===== config.mk =====
export PLATFORM = sky130hd
export DESIGN_NAME = framebuffer_swap_controller_flat
export DESIGN_NICKNAME = d
export VERILOG_FILES = /design/src/rtl/framebuffer_swap_if.sv /design/src/rtl/framebuffer_swap_controller.sv /design/src/flat_wrapper.sv
export SDC_FILE = /design/constraint.sdc
export NUM_CORES = 1
export LEC_CHECK = 0
export CAP_MARGIN = 20
export CORE_MARGIN = 10
export CORE_UTILIZATION = 40
export CTS_BUF_LIST = sky130_fd_sc_hd__clkbuf_2 sky130_fd_sc_hd__clkbuf_4 sky130_fd_sc_hd__clkbuf_8
export CTS_CLUSTER_SIZE = 12
export DETAILED_ROUTE_END_ITERATION = 6
export PLACE_DENSITY = 0.93
export SETUP_SLACK_MARGIN = 0.4
export SLEW_MARGIN = 25
export SYNTH_ARGS = -nofsm -noshare
export SYNTH_HDL_FRONTEND = slang
export SYNTH_SLANG_ARGS = --single-unit

===== constraint.sdc =====
create_clock -name aclk -period 5.1 [get_ports aclk]
set_clock_uncertainty 0.15 [all_clocks]
set_input_delay 1.02 -clock aclk [delete_from_list [all_inputs] [get_ports aclk]]
set_output_delay 1.02 -clock aclk [all_outputs]
set_load 0.05 [all_outputs]

===== src/rtl/framebuffer_swap_if.sv =====
`default_nettype none
// ---------------------------------------------------------------------------
// framebuffer_swap_if : renderer, writer and scan-out signals for the
//                       double-buffer swap controller.
// Revision: 1.0
// ---------------------------------------------------------------------------
interface framebuffer_swap_if #(
  parameter int ADDR_WIDTH          = 32,
  parameter int FB_SIZE_IN_PIXEL_LG = 20,
  parameter int FRAME_CNT_WIDTH     = 16
);
  logic                           swap_req;
  logic                           swap_ready;
  logic                           vsync;
  logic                           commit_fb;
  logic [ADDR_WIDTH-1:0]          fb_addr;
  logic [FB_SIZE_IN_PIXEL_LG-1:0] fb_size;
  logic                           fb_committed;
  logic [ADDR_WIDTH-1:0]          disp_fb_addr;
  logic                           front_idx;
  logic                           flip_done;
  logic [FRAME_CNT_WIDTH-1:0]     frame_count;

  // Controller side
  modport master (
    input  swap_req, vsync, fb_committed,
    output swap_ready, commit_fb, fb_addr, fb_size,
           disp_fb_addr, front_idx, flip_done, frame_count
  );

  // Renderer / writer / display side
  modport slave (
    output swap_req, vsync, fb_committed,
    input  swap_ready, commit_fb, fb_addr, fb_size,
           disp_fb_addr, front_idx, flip_done, frame_count
  );
endinterface
`default_nettype wire


===== src/rtl/framebuffer_swap_controller.sv =====
`default_nettype none
// ---------------------------------------------------------------------------
// framebuffer_swap_controller : commits the back buffer to the writer, waits
//                               for completion (and optionally vsync), flips.
// Revision: 1.0
// ---------------------------------------------------------------------------
module framebuffer_swap_controller #(
  parameter int ADDR_WIDTH          = 32,
  parameter int FB_SIZE_IN_PIXEL_LG = 20,
  parameter int FRAME_CNT_WIDTH     = 16
) (
  input  logic                           aclk,
  input  logic                           resetn,
  input  logic [ADDR_WIDTH-1:0]          cfg_fb0_addr_i,
  input  logic [ADDR_WIDTH-1:0]          cfg_fb1_addr_i,
  input  logic [FB_SIZE_IN_PIXEL_LG-1:0] cfg_fb_size_i,
  input  logic                           cfg_wait_vsync_i,
  framebuffer_swap_if.master             bus
);

  typedef enum logic [2:0] {
    ST_IDLE       = 3'd0,
    ST_COMMIT     = 3'd1,
    ST_WRITE      = 3'd2,
    ST_WAIT_VSYNC = 3'd3,
    ST_FLIP       = 3'd4
  } state_t;

  state_t                         state_q, state_d;
  logic                           commit_fb_q, commit_fb_d;
  logic [ADDR_WIDTH-1:0]          fb_addr_q, fb_addr_d;
  logic [FB_SIZE_IN_PIXEL_LG-1:0] fb_size_q, fb_size_d;
  logic                           front_idx_q, front_idx_d;
  logic                           flip_done_q, flip_done_d;
  logic [FRAME_CNT_WIDTH-1:0]     frame_count_q, frame_count_d;
  logic                           swap_ready_w;

  assign swap_ready_w = (state_q == ST_IDLE) && bus.fb_committed;

  always_ff @(posedge aclk or negedge resetn) begin
    if (!resetn) begin
      state_q       <= ST_IDLE;
      commit_fb_q   <= 1'b0;
      fb_addr_q     <= '0;
      fb_size_q     <= '0;
      front_idx_q   <= 1'b0;
      flip_done_q   <= 1'b0;
      frame_count_q <= '0;
    end else begin
      state_q       <= state_d;
      commit_fb_q   <= commit_fb_d;
      fb_addr_q     <= fb_addr_d;
      fb_size_q     <= fb_size_d;
      front_idx_q   <= front_idx_d;
      flip_done_q   <= flip_done_d;
      frame_count_q <= frame_count_d;
    end
  end

  always_comb begin
    state_d       = state_q;
    commit_fb_d   = commit_fb_q;
    fb_addr_d     = fb_addr_q;
    fb_size_d     = fb_size_q;
    front_idx_d   = front_idx_q;
    flip_done_d   = 1'b0;
    frame_count_d = frame_count_q;
    case (state_q)
      ST_IDLE: begin
        if (bus.swap_req && swap_ready_w) begin
          state_d     = ST_COMMIT;
          commit_fb_d = 1'b1;
          // The back buffer is whichever one is not being scanned out
          fb_addr_d   = front_idx_q ? cfg_fb0_addr_i : cfg_fb1_addr_i;
          fb_size_d   = cfg_fb_size_i;
        end
      end
      ST_COMMIT: begin
        // Dropping commit only after the writer goes busy avoids a re-trigger
        if (!bus.fb_committed) begin
          commit_fb_d = 1'b0;
          state_d     = ST_WRITE;
        end
      end
      ST_WRITE: begin
        if (bus.fb_committed) begin
          state_d = cfg_wait_vsync_i ? ST_WAIT_VSYNC : ST_FLIP;
        end
      end
      ST_WAIT_VSYNC: begin
        if (bus.vsync) begin
          state_d = ST_FLIP;
        end
      end
      ST_FLIP: begin
        front_idx_d   = ~front_idx_q;
        flip_done_d   = 1'b1;
        frame_count_d = frame_count_q + FRAME_CNT_WIDTH'(1);
        state_d       = ST_IDLE;
      end
      default: begin
        state_d = ST_IDLE;
      end
    endcase
  end

  assign bus.swap_ready   = swap_ready_w;
  assign bus.commit_fb    = commit_fb_q;
  assign bus.fb_addr      = fb_addr_q;
  assign bus.fb_size      = fb_size_q;
  assign bus.disp_fb_addr = front_idx_q ? cfg_fb1_addr_i : cfg_fb0_addr_i;
  assign bus.front_idx    = front_idx_q;
  assign bus.flip_done    = flip_done_q;
  assign bus.frame_count  = frame_count_q;

endmodule
`default_nettype wire


===== src/flat_wrapper.sv =====
// flat-port wrapper written by rule: the top's interface ports become plain ports
module framebuffer_swap_controller_flat 
#(
  parameter int ADDR_WIDTH          = 32,
  parameter int FB_SIZE_IN_PIXEL_LG = 20,
  parameter int FRAME_CNT_WIDTH     = 16
)
  (aclk, resetn, cfg_fb0_addr_i, cfg_fb1_addr_i, cfg_fb_size_i, cfg_wait_vsync_i, bus_swap_req, bus_vsync, bus_fb_committed, bus_swap_ready, bus_commit_fb, bus_fb_addr, bus_fb_size, bus_disp_fb_addr, bus_front_idx, bus_flip_done, bus_frame_count);
  framebuffer_swap_if #(.ADDR_WIDTH(ADDR_WIDTH), .FB_SIZE_IN_PIXEL_LG(FB_SIZE_IN_PIXEL_LG), .FRAME_CNT_WIDTH(FRAME_CNT_WIDTH)) bus_i ();
  input  logic aclk;
  input  logic resetn;
  input  logic [ADDR_WIDTH-1:0] cfg_fb0_addr_i;
  input  logic [ADDR_WIDTH-1:0] cfg_fb1_addr_i;
  input  logic [FB_SIZE_IN_PIXEL_LG-1:0] cfg_fb_size_i;
  input  logic cfg_wait_vsync_i;
  input wire logic [$bits(bus_i.swap_req)-1:0] bus_swap_req;
  input wire logic [$bits(bus_i.vsync)-1:0] bus_vsync;
  input wire logic [$bits(bus_i.fb_committed)-1:0] bus_fb_committed;
  output wire logic [$bits(bus_i.swap_ready)-1:0] bus_swap_ready;
  output wire logic [$bits(bus_i.commit_fb)-1:0] bus_commit_fb;
  output wire logic [$bits(bus_i.fb_addr)-1:0] bus_fb_addr;
  output wire logic [$bits(bus_i.fb_size)-1:0] bus_fb_size;
  output wire logic [$bits(bus_i.disp_fb_addr)-1:0] bus_disp_fb_addr;
  output wire logic [$bits(bus_i.front_idx)-1:0] bus_front_idx;
  output wire logic [$bits(bus_i.flip_done)-1:0] bus_flip_done;
  output wire logic [$bits(bus_i.frame_count)-1:0] bus_frame_count;
  assign bus_i.swap_req = bus_swap_req;
  assign bus_i.vsync = bus_vsync;
  assign bus_i.fb_committed = bus_fb_committed;
  assign bus_swap_ready = bus_i.swap_ready;
  assign bus_commit_fb = bus_i.commit_fb;
  assign bus_fb_addr = bus_i.fb_addr;
  assign bus_fb_size = bus_i.fb_size;
  assign bus_disp_fb_addr = bus_i.disp_fb_addr;
  assign bus_front_idx = bus_i.front_idx;
  assign bus_flip_done = bus_i.flip_done;
  assign bus_frame_count = bus_i.frame_count;
  framebuffer_swap_controller #(.ADDR_WIDTH(ADDR_WIDTH), .FB_SIZE_IN_PIXEL_LG(FB_SIZE_IN_PIXEL_LG), .FRAME_CNT_WIDTH(FRAME_CNT_WIDTH)) u_core (.aclk(aclk), .resetn(resetn), .cfg_fb0_addr_i(cfg_fb0_addr_i), .cfg_fb1_addr_i(cfg_fb1_addr_i), .cfg_fb_size_i(cfg_fb_size_i), .cfg_wait_vsync_i(cfg_wait_vsync_i), .bus(bus_i));
endmodule

==> impl_metrics.json <==
{
  "antenna_found_initial": 0,
  "syn_nets": 393,
  "wirelength_mm": 10.8,
  "yosysTopAreaCell": "dfrtp_1",
  "globalplace.congestion": 0.776,
  "io_buffers": 193,
  "dieArea_um2": 13300,
  "clock.fmax_ghz": 0.254,
  "path_delay_family": "buffers and inverters",
  "rsz0062_at_grt": "no",
  "cp.required_ns": 3.93,
  "n_antenna_cell": 0,
  "place_hpwl_mm": 8.61,
  "setup_viol": 0,
  "cts-htree-levels": 3,
  "yosysSeqAreaShare_pct": 50.8,
  "die_h_um": 116,
  "layout_setup_ws_ns": 1.17,
  "rows": 34,
  "hold_buffers": 0,
  "ys_seq_elements": 74,
  "clkSlewWorstSetupHoldPaths_ns": 0.07,
  "drive_gt1_share_pct": 15.9,
  "clock_path_buffers": 2,
  "finalMaxSlewViolations": 0,
  "critical_path_arrival_ns": 2.76,
  "post_cts_resized": 0,
  "drt_iter0_drc": 76,
  "coreArea_um2": 8810,
  "syn_area_um2": 3650,
  "dieWidth_um": 116,
  "endpoint_kind": "primary output",
  "critical-path-slowest-cell": "clkdlybuf4s50_1",
  "cap_violations": 0,
  "crit_chain": "clkdlybuf4s50_1, nor4b_4, clkdlybuf4s50_1",
  "start_kind": "input pin",
  "ios": 194,
  "area_growth_pct": 60.9,
  "cpMostUsedCell": "clkdlybuf4s50_1",
  "cts_made_buffers": 9,
  "drc": 0,
  "worst_hold_slack_ns": 0.328,
  "vias": 2981,
  "netlist.area_leader.share_pct": 50.8,
  "min_period_ns": 3.93,
  "cellPowerDensity_nw_per_um2": 663,
  "crit_path_max_incr_delay_ns": 0.87,
  "grt_max_degree": 75,
  "synth.area.top_cells": "dfrtp_1 (51%), mux2_2 (11%), mux2i_1 (9.1%)",
  "wl_per_cell_um": 17.9,
  "cts_num_sinks": 74,
  "maxSlewHeadroom_pct": 36.1,
  "synth_cell_types": 35,
  "min_period_over_period_pct": 77.1,
  "p_leak_nw": 2.51,
  "start_util_pct": 41.4,
  "root_buffer": "clkbuf_8",
  "preCtsSetupSlack_ns": 1.17,
  "fin_util_pct": 66.7,
  "postCtsSetupRepairBufs": 0,
  "vdd_ir_drop_max_uv": 484,
  "status": "finished clean",
  "worstMarginPinSlew_ns": 0.958,
  "nNetsFinal": 582,
  "grt_pass1_wl_mm": 16.6,
  "cts_tree": "yes",
  "yosys_warnings": 0,
  "grt_use_total_pct": 15.6,
  "grt-ovfl-total": 0,
  "grt_pass1_vias": 3168,
  "worstPathMaxFanout": 7,
  "hold_viol": 0,
  "path_buf_inv": 2,
  "setup-tns-final_ns": 0,
  "hold_path.class": "reg2reg",
  "via_per_inst": 4.94,
  "syn_avg_cell_area_um2": 12.1,
  "crit_type": "in2out",
  "worstSkewPairLatency_ns": 0.35,
  "syn_inst": 302,
  "firstDrtPassIters": 4,
  "antenna_left": 0
}
metrics by stage:
stage	total power, W	instances	area [µm²]
global placement	0.00336	587	5620
finish	0.00389	604	5870
global route	0.00408	604	5870
detailed placement	0.00342	587	5620
CTS	0.00394	603	5850
floorplan	0.00263	302	3650
flip-flops by register name (all words and copies together) (netlist names):
name	flops
u_core.bus.fb_addr	32
u_core.state_q	3
u_core.bus.fb_size	20
u_core.bus.commit_fb	1
u_core.bus.front_idx	1
u_core.bus.flip_done	1
u_core.bus.frame_count	16
layout make-up:
cell class,count,area [µm²]
fill,659,2940
tap,108,135
inverter,1,3.75
clock inverter,7,101
clock buffer,9,124
multi-input combinational,209,1690
timing repair buffer,196,1960
sequential,74,1860
synth_stat cells, drive strengths merged:
| cell type | number |
|---|---|
| inv | 1 |
| nor4b | 1 |
| xnor2 | 13 |
| a31oi | 1 |
| nor3 | 2 |
| nand4bb | 1 |
| nor2 | 5 |
| nand2b | 1 |
| a2bb2oi | 1 |
| and4 | 1 |
| mux2i | 33 |
| xor2 | 3 |
| ha | 1 |
| o21ai | 34 |
| buf | 11 |
| nand2 | 42 |
| dfrtp | 74 |
| nand3 | 5 |
| o22ai | 1 |
| a311oi | 1 |
| and3 | 1 |
| nor3b | 3 |
| o31ai | 1 |
| mux2 | 53 |
| clkbuf | 7 |
| a21oi | 1 |
| nand4 | 3 |
| nor2b | 1 |
worst min-delay path: cells and delay by family, from the launching register on:
| kind | cells | cell delay [ns] |
|---|---|---|
| DFF | 1 | 0.34 |
| and+or+nand+nor | 1 | 0.05 |
| AOI/OAI and AO/OA | 1 | 0.06 |
where the power goes:
group | switching, W | leakage [nW] | total (W) | internal [W]
clock | 0.000224 | 0.106 | 0.000504 | 0.000279
combinational | 0.00142 | 1.48 | 0.00232 | 0.000903
sequential | 0.000253 | 0.931 | 0.00107 | 0.000812
total | 0.00190 | 2.51 | 0.00389 | 0.00199
worst paths after layout:
| check | start | cells past startpoint | slack, ns | end |
|---|---|---|---|---|
| worst max-delay path | bus_fb_committed | 3 | 1.17 | bus_swap_ready |
| worst min-delay path | u_core.bus.fb_addr[12] | 2 | 0.33 | u_core.bus.fb_addr[12] |
| worst max register to register | u_core.state_q[1] | 4 | 3.00 | u_core.bus.fb_size[7] |
| worst min register to register | u_core.bus.fb_addr[12] | 2 | 0.33 | u_core.bus.fb_addr[12] |
| max in group asynchronous | resetn | 2 | 3.78 | u_core.bus.front_idx |
| min in group asynchronous | resetn | 1 | 0.45 | u_core.bus.frame_count[6] |
kinds of logic (layout without fill, tap and decap cells):
logic type | after synthesis | count (layout) | share of synthesized area, %
xor gates and xnor gates | 16 | 16 | 3.84
AOI/OAI and AO/OA | 40 | 40 | 5.83
muxes | 86 | 86 | 27.1
and+or+nand+nor | 66 | 66 | 9.12
DFF | 74 | 74 | 50.8
buffers and inverters | 19 | 213 | 3.05
adders and majority gates | 1 | 1 | 0.343
cell usage in the layout, fill, tap and decap left out, types with 2 or more instances in the layout:
| cell | instances |
|---|---|
| clkinvlp_4 | 2 |
| nand2_1 | 41 |
| nand4_1 | 3 |
| xnor2_1 | 13 |
| nand3_1 | 5 |
| nor2_1 | 5 |
| mux2i_1 | 33 |
| buf_4 | 3 |
| mux2_2 | 37 |
| bufinv_16 | 2 |
| xor2_1 | 3 |
| clkbuf_8 | 9 |
| nor3b_2 | 2 |
| dfrtp_1 | 73 |
| o21ai_0 | 34 |
| inv_6 | 2 |
| clkdlybuf4s50_1 | 192 |
| mux2_4 | 16 |
routing by layer:
metal | GRT usage, % | up-vias | wire length (µm) | share of wire (%)
met5 | 0 | - | 0 | 0
met1 | 16.4 | 1408 | 4020 | 37
li1 | - | 1442 | - | -
met3 | 6.56 | 13 | 987 | 9.1
met2 | 28.2 | 118 | 5740 | 53
met4 | 3.80 | 0 | 72 | 0.67
Note: power is estimated with default switching activity, not from simulation.
==> RTL change 1: new RTL, config.mk and constraints unchanged <==
`FB_SIZE_IN_PIXEL_LG` is set to 20 in 3 places; all go to 30.
--- a/src/rtl/framebuffer_swap_if.sv
+++ b/src/rtl/framebuffer_swap_if.sv
@@ -8,3 +8,3 @@
   parameter int ADDR_WIDTH          = 32,
-  parameter int FB_SIZE_IN_PIXEL_LG = 20,
+  parameter int FB_SIZE_IN_PIXEL_LG = 30,
   parameter int FRAME_CNT_WIDTH     = 16
--- a/src/rtl/framebuffer_swap_controller.sv
+++ b/src/rtl/framebuffer_swap_controller.sv
@@ -8,3 +8,3 @@
   parameter int ADDR_WIDTH          = 32,
-  parameter int FB_SIZE_IN_PIXEL_LG = 20,
+  parameter int FB_SIZE_IN_PIXEL_LG = 30,
   parameter int FRAME_CNT_WIDTH     = 16
--- a/src/flat_wrapper.sv
+++ b/src/flat_wrapper.sv
@@ -4,3 +4,3 @@
   parameter int ADDR_WIDTH          = 32,
-  parameter int FB_SIZE_IN_PIXEL_LG = 20,
+  parameter int FB_SIZE_IN_PIXEL_LG = 30,
   parameter int FRAME_CNT_WIDTH     = 16
Interface: changed (resized bus_fb_size and cfg_fb_size_i); port bits go from 194 to 214. No check against the original RTL was run, so the function may have changed too.
==> RTL change 1 against the original RTL <==
  * Synthesized area up 9.7%
  * Sequential share of layout area up 1.1 points
  * Clock power down 8.5%
  * First-iteration DRC count up 100%
  * Routed wire length up 15%
  * Cell area up 9.5%
  * Fmax down 3.7%
  * Sequential cell count up 10
  * Non-clock buffer count up 18
  * Power up 11%
  * Setup slack worse by 0.15 ns
  * Die area up 8.0%
  * Hold slack better by 0.0042 ns
  * Largest power group unchanged
==> RTL change 1: results (changes against the original RTL) <==
drt_iter0_markers: 154  # +100%
tightest_slew_ns: 0.765  # -0.193 ns
nClkBuffers: 12  # +3
synthXorXnorAreaFrac: 0.0350  # -0.00341
dp_cells: 651  # +11%
io_buffers: 213  # +10%
reg2reg_setup_slack_ns: 2.96  # -0.04 ns
p_clk_frac: 0.107  # -0.022
dr_total_vias: 3266  # +9.6%
syn_nets: 424  # +7.9%
drt_wl_total_mm: 12.5  # +15%
ys_types: 34  # -2.9%
min-delay-start: "u_core.bus.frame_count[15]$_DFFE_PN0P_"
comb_power_share: 0.636  # +0.039
fill_cells: 736  # +12%
track_usage: 0.167  # +0.0108
final_layout_size_suffix_gt1_frac: 0.161  # +0.00177
multi_input_area_share: 0.281  # -0.00610
avgSynthCellArea_um2: 12.4  # +2.6%
status: "complete, no violations"
rr_worst_depth: 3  # -1
ys_top_cells_by_area: "dfrtp_1, mux2_2, mux2i_1"
synth-compound-area-share: 0.0531  # -0.00517
synthTopCellsByCount: "dfrtp_1, mux2_2, nand2_1, o21ai_0, mux2i_1"
globalplace.congestion: 0.811  # +4.5%
path_clk_slew_ns: 0.09  # +0.02 ns
register_area_um2: 2100  # +13%
max_stage_delay_ns: 0.89  # +0.02 ns
ir_drop_mv: 0.370  # -24%
rr_endpoint: "u_core.bus.fb_size[20]$_DFFE_PN0P_"
synth_adder_area_share: 0.00313  # -0.000304
netSwitchingPower_mw: 2.14  # +13%
buf_share: 0.335  # about the same
stdcell_count: 667  # +10%
grt_max_degree: 95  # +27%
buffers_excl_clock: 214  # +9.2%
synthMuxAreaShare: 0.275  # +0.00411
design.seq.count: 84  # +14%
[RTL change 1: changes by cell type after synthesis, sizes merged]
cell and change:
dfrtp +10, clkbuf +1, mux2 +10
[RTL change 1: worst max-delay path: cells and delay by family]
kind                   cells  cell delay, ns
and+or+nand+nor            1            0.41
buffers and inverters      2            1.48
[RTL change 1: metrics by stage]
| step | cell area [um^2] | setup WS [ns] | hold slack [ns] | util |
|---|---|---|---|---|
| floorplan | 4000 | 2.11 | 0.409 | - |
| global placement | 6220 | 1.17 | 0.311 | 0.636 |
| detailed placement | 6220 | 1.14 | 0.320 | 0.636 |
| CTS | 6420 | 1.14 | 0.338 | 0.656 |
| global route | 6430 | 0.943 | 0.353 | 0.658 |
| finish | 6430 | 1.02 | 0.333 | 0.658 |
[RTL change 1: routing by layer]
| metal | share of wire | GRT usage | routed length, um | vias to the layer above |
|---|---|---|---|---|
| met5 | 0 | 0 | 0 | - |
| met4 | 0.018 | 0.0558 | 227 | 0 |
| met3 | 0.093 | 0.0614 | 1160 | 19 |
| met2 | 0.50 | 0.293 | 6290 | 137 |
| met1 | 0.39 | 0.181 | 4800 | 1561 |
| li1 | - | - | - | 1549 |
[RTL change 1: logic make-up (layout without fill, tap and decap cells)]
| logic type | Yosys count | in the layout |
|---|---|---|
| muxes | 96 | 96 |
| and+or+nand+nor | 66 | 66 |
| xor gates and xnor gates | 16 | 16 |
| AOI/OAI and AO/OA | 40 | 40 |
| adders and majority gates | 1 | 1 |
| buffers and inverters | 20 | 231 |
| DFF | 84 | 84 |
==> RTL change 2: new RTL, same settings <==
Without the edit above. Reset style: synchronous (`resetn`), changed in one clocked block.
--- a/src/rtl/framebuffer_swap_controller.sv
+++ b/src/rtl/framebuffer_swap_controller.sv
@@ -39,3 +39,3 @@
 
-  always_ff @(posedge aclk or negedge resetn) begin
+  always_ff @(posedge aclk) begin
     if (!resetn) begin
Check against the original RTL: differs if resetn is asserted again (counterexample within 4 cycles, from zero or initial values and one cycle with resetn low); with resetn held inactive, the same outputs for 10 cycles.
==> RTL change 2 against the original RTL <==
  * Routed wire length up 6.4%
  * Cell count up 11%
  * Sequential cell count unchanged
  * Setup slack worse by 0.026 ns
  * Synthesized area down 4.6%
  * Cell area down 4.4%
Power is not compared: it rests on default switching activity, and its combinational part moved more than twofold at a synthesized area within 25%.
==> RTL change 2: results (changes against the original RTL) <==
r2r_start: "u_core.state_q[0]$_SDFFE_PN0P_"
ys_top_cells_by_area: "dfxtp_1, mux2_1, mux2i_1"
async_flop_share: 0  # -1.00
max_stage_delay_ns: 0.89  # +0.02 ns
grt_use_met1: 0.165  # +0.00122
routed_via_density: 5.10  # +3.2%
status: "complete, no violations"
synthXorXnorAreaFrac: 0.0277  # -0.0107
wl_met2_mm: 5.96  # +3.7%
track_usage: 0.170  # +0.0143
drt_wl_total_mm: 11.5  # +6.4%
synth-compound-area-share: 0.131  # +0.0722
h-tree-depth: 3  # unchanged
fin_nets: 650  # +12%
cp_max_fo: 6  # -1
use_met2: 0.304  # +0.0219
root_buffer: "clkbuf_8"
worstPathArrival_ns: 2.79  # +0.03 ns
synth_adder_area_share: 0.00360  # +0.000166
synthMuxAreaShare: 0.198  # -0.0721
routed-wl-met3_mm: 1.35  # +36%
syn_nets: 472  # +20%
antenna_found_initial: 0  # unchanged
synthTopCellsByCount: "dfxtp_1, nand2_1, nor2_1, mux2i_1"
fill_cells: 657  # -0.30%
globalplace.congestion: 0.726  # -6.5%
reg2reg_setup_slack_ns: 2.82  # -0.18 ns
rr_worst_depth: 5  # +1
final_layout_size_suffix_gt1_frac: 0.0443  # -0.115
drt_iter0_markers: 133  # +75%
dp_hpwl_mm: 9.19  # +6.7%
ys_types: 38  # +8.6%
grt_pass1_wl_mm: 18.0  # +8.8%
grt_use_met3: 0.0935  # +0.0279
grt_pass1_vias: 3574  # +13%
min-delay-start: "u_core.bus.fb_size[8]$_SDFFE_PN0P_"
clk_latency_ns: 0.32  # -0.03 ns
wl_met1_mm: 4.05  # +0.87%
synth_area_leader_cell: "dfxtp_1"
rr_endpoint: "u_core.bus.fb_addr[26]$_SDFFE_PN0P_"
ys_seq_area_frac: 0.426  # -0.0818
io_buffers: 193  # unchanged
grt_max_degree: 72  # -4.0%
tightest_slew_ns: 0.941  # -0.0177 ns
min_to: "u_core.bus.fb_size[8]$_SDFFE_PN0P_"
==> RTL change 2: cell type report <==
cell class              instances  share of cell area
well taps                     105              0.0234
clock buffers                  11              0.0259
inverters                       3             0.00245
multi-input cells             276               0.331
flip-flops and latches         74               0.265
repair buffers                195               0.347
clock inverters                 5             0.00513
==> RTL change 2: through the flow <==
step           cell area, um^2  hold WS [ns]  cells  worst slack, ns
6_report                  5610         0.306    669             1.14
5_1_grt                   5610         0.327    669             1.06
4_1_cts                   5610         0.308    669             1.14
3_5_place_dp              5440         0.297    653             1.14
3_3_place_gp              5430         0.291    653             1.19
2_1_floorplan             3480         0.415    381             2.06
==> RTL change 2: worst max-delay path by stage <==
| stage | end | start | cells after the start | slack [ns] |
|---|---|---|---|---|
| 6_report | bus_swap_ready | bus_fb_committed | 3 | 1.14 |
| 2_1_floorplan | bus_disp_fb_addr[22] | u_core.bus.front_idx$_SDFFE_PN0P_ | 3 | 2.06 |
| 5_1_grt | bus_swap_ready | bus_fb_committed | 3 | 1.06 |
| 4_1_cts | bus_swap_ready | bus_fb_committed | 3 | 1.14 |
| 3_5_place_dp | bus_swap_ready | bus_fb_committed | 3 | 1.14 |
| 3_3_place_gp | bus_swap_ready | bus_fb_committed | 3 | 1.19 |
==> RTL change 2: power by group <==
part | leakage [nW] | internal, mW | total [mW] | switching, mW
logic | 1.21 | 0.164 | 0.403 | 0.239
registers | 0.605 | 0.605 | 0.624 | 0.0185
clock network | 0.0928 | 0.193 | 0.398 | 0.205
==> RTL change 2: logic make-up (layout without fill, tap and decap cells) <==
family / after synthesis / count (layout)
AOI/OAI and AO/OA: 71 / 71
buffers and inverters: 31 / 214
DFF: 74 / 74
muxes: 65 / 65
adders and majority gates: 1 / 1
and+or+nand+nor: 128 / 128
xor gates and xnor gates: 11 / 11
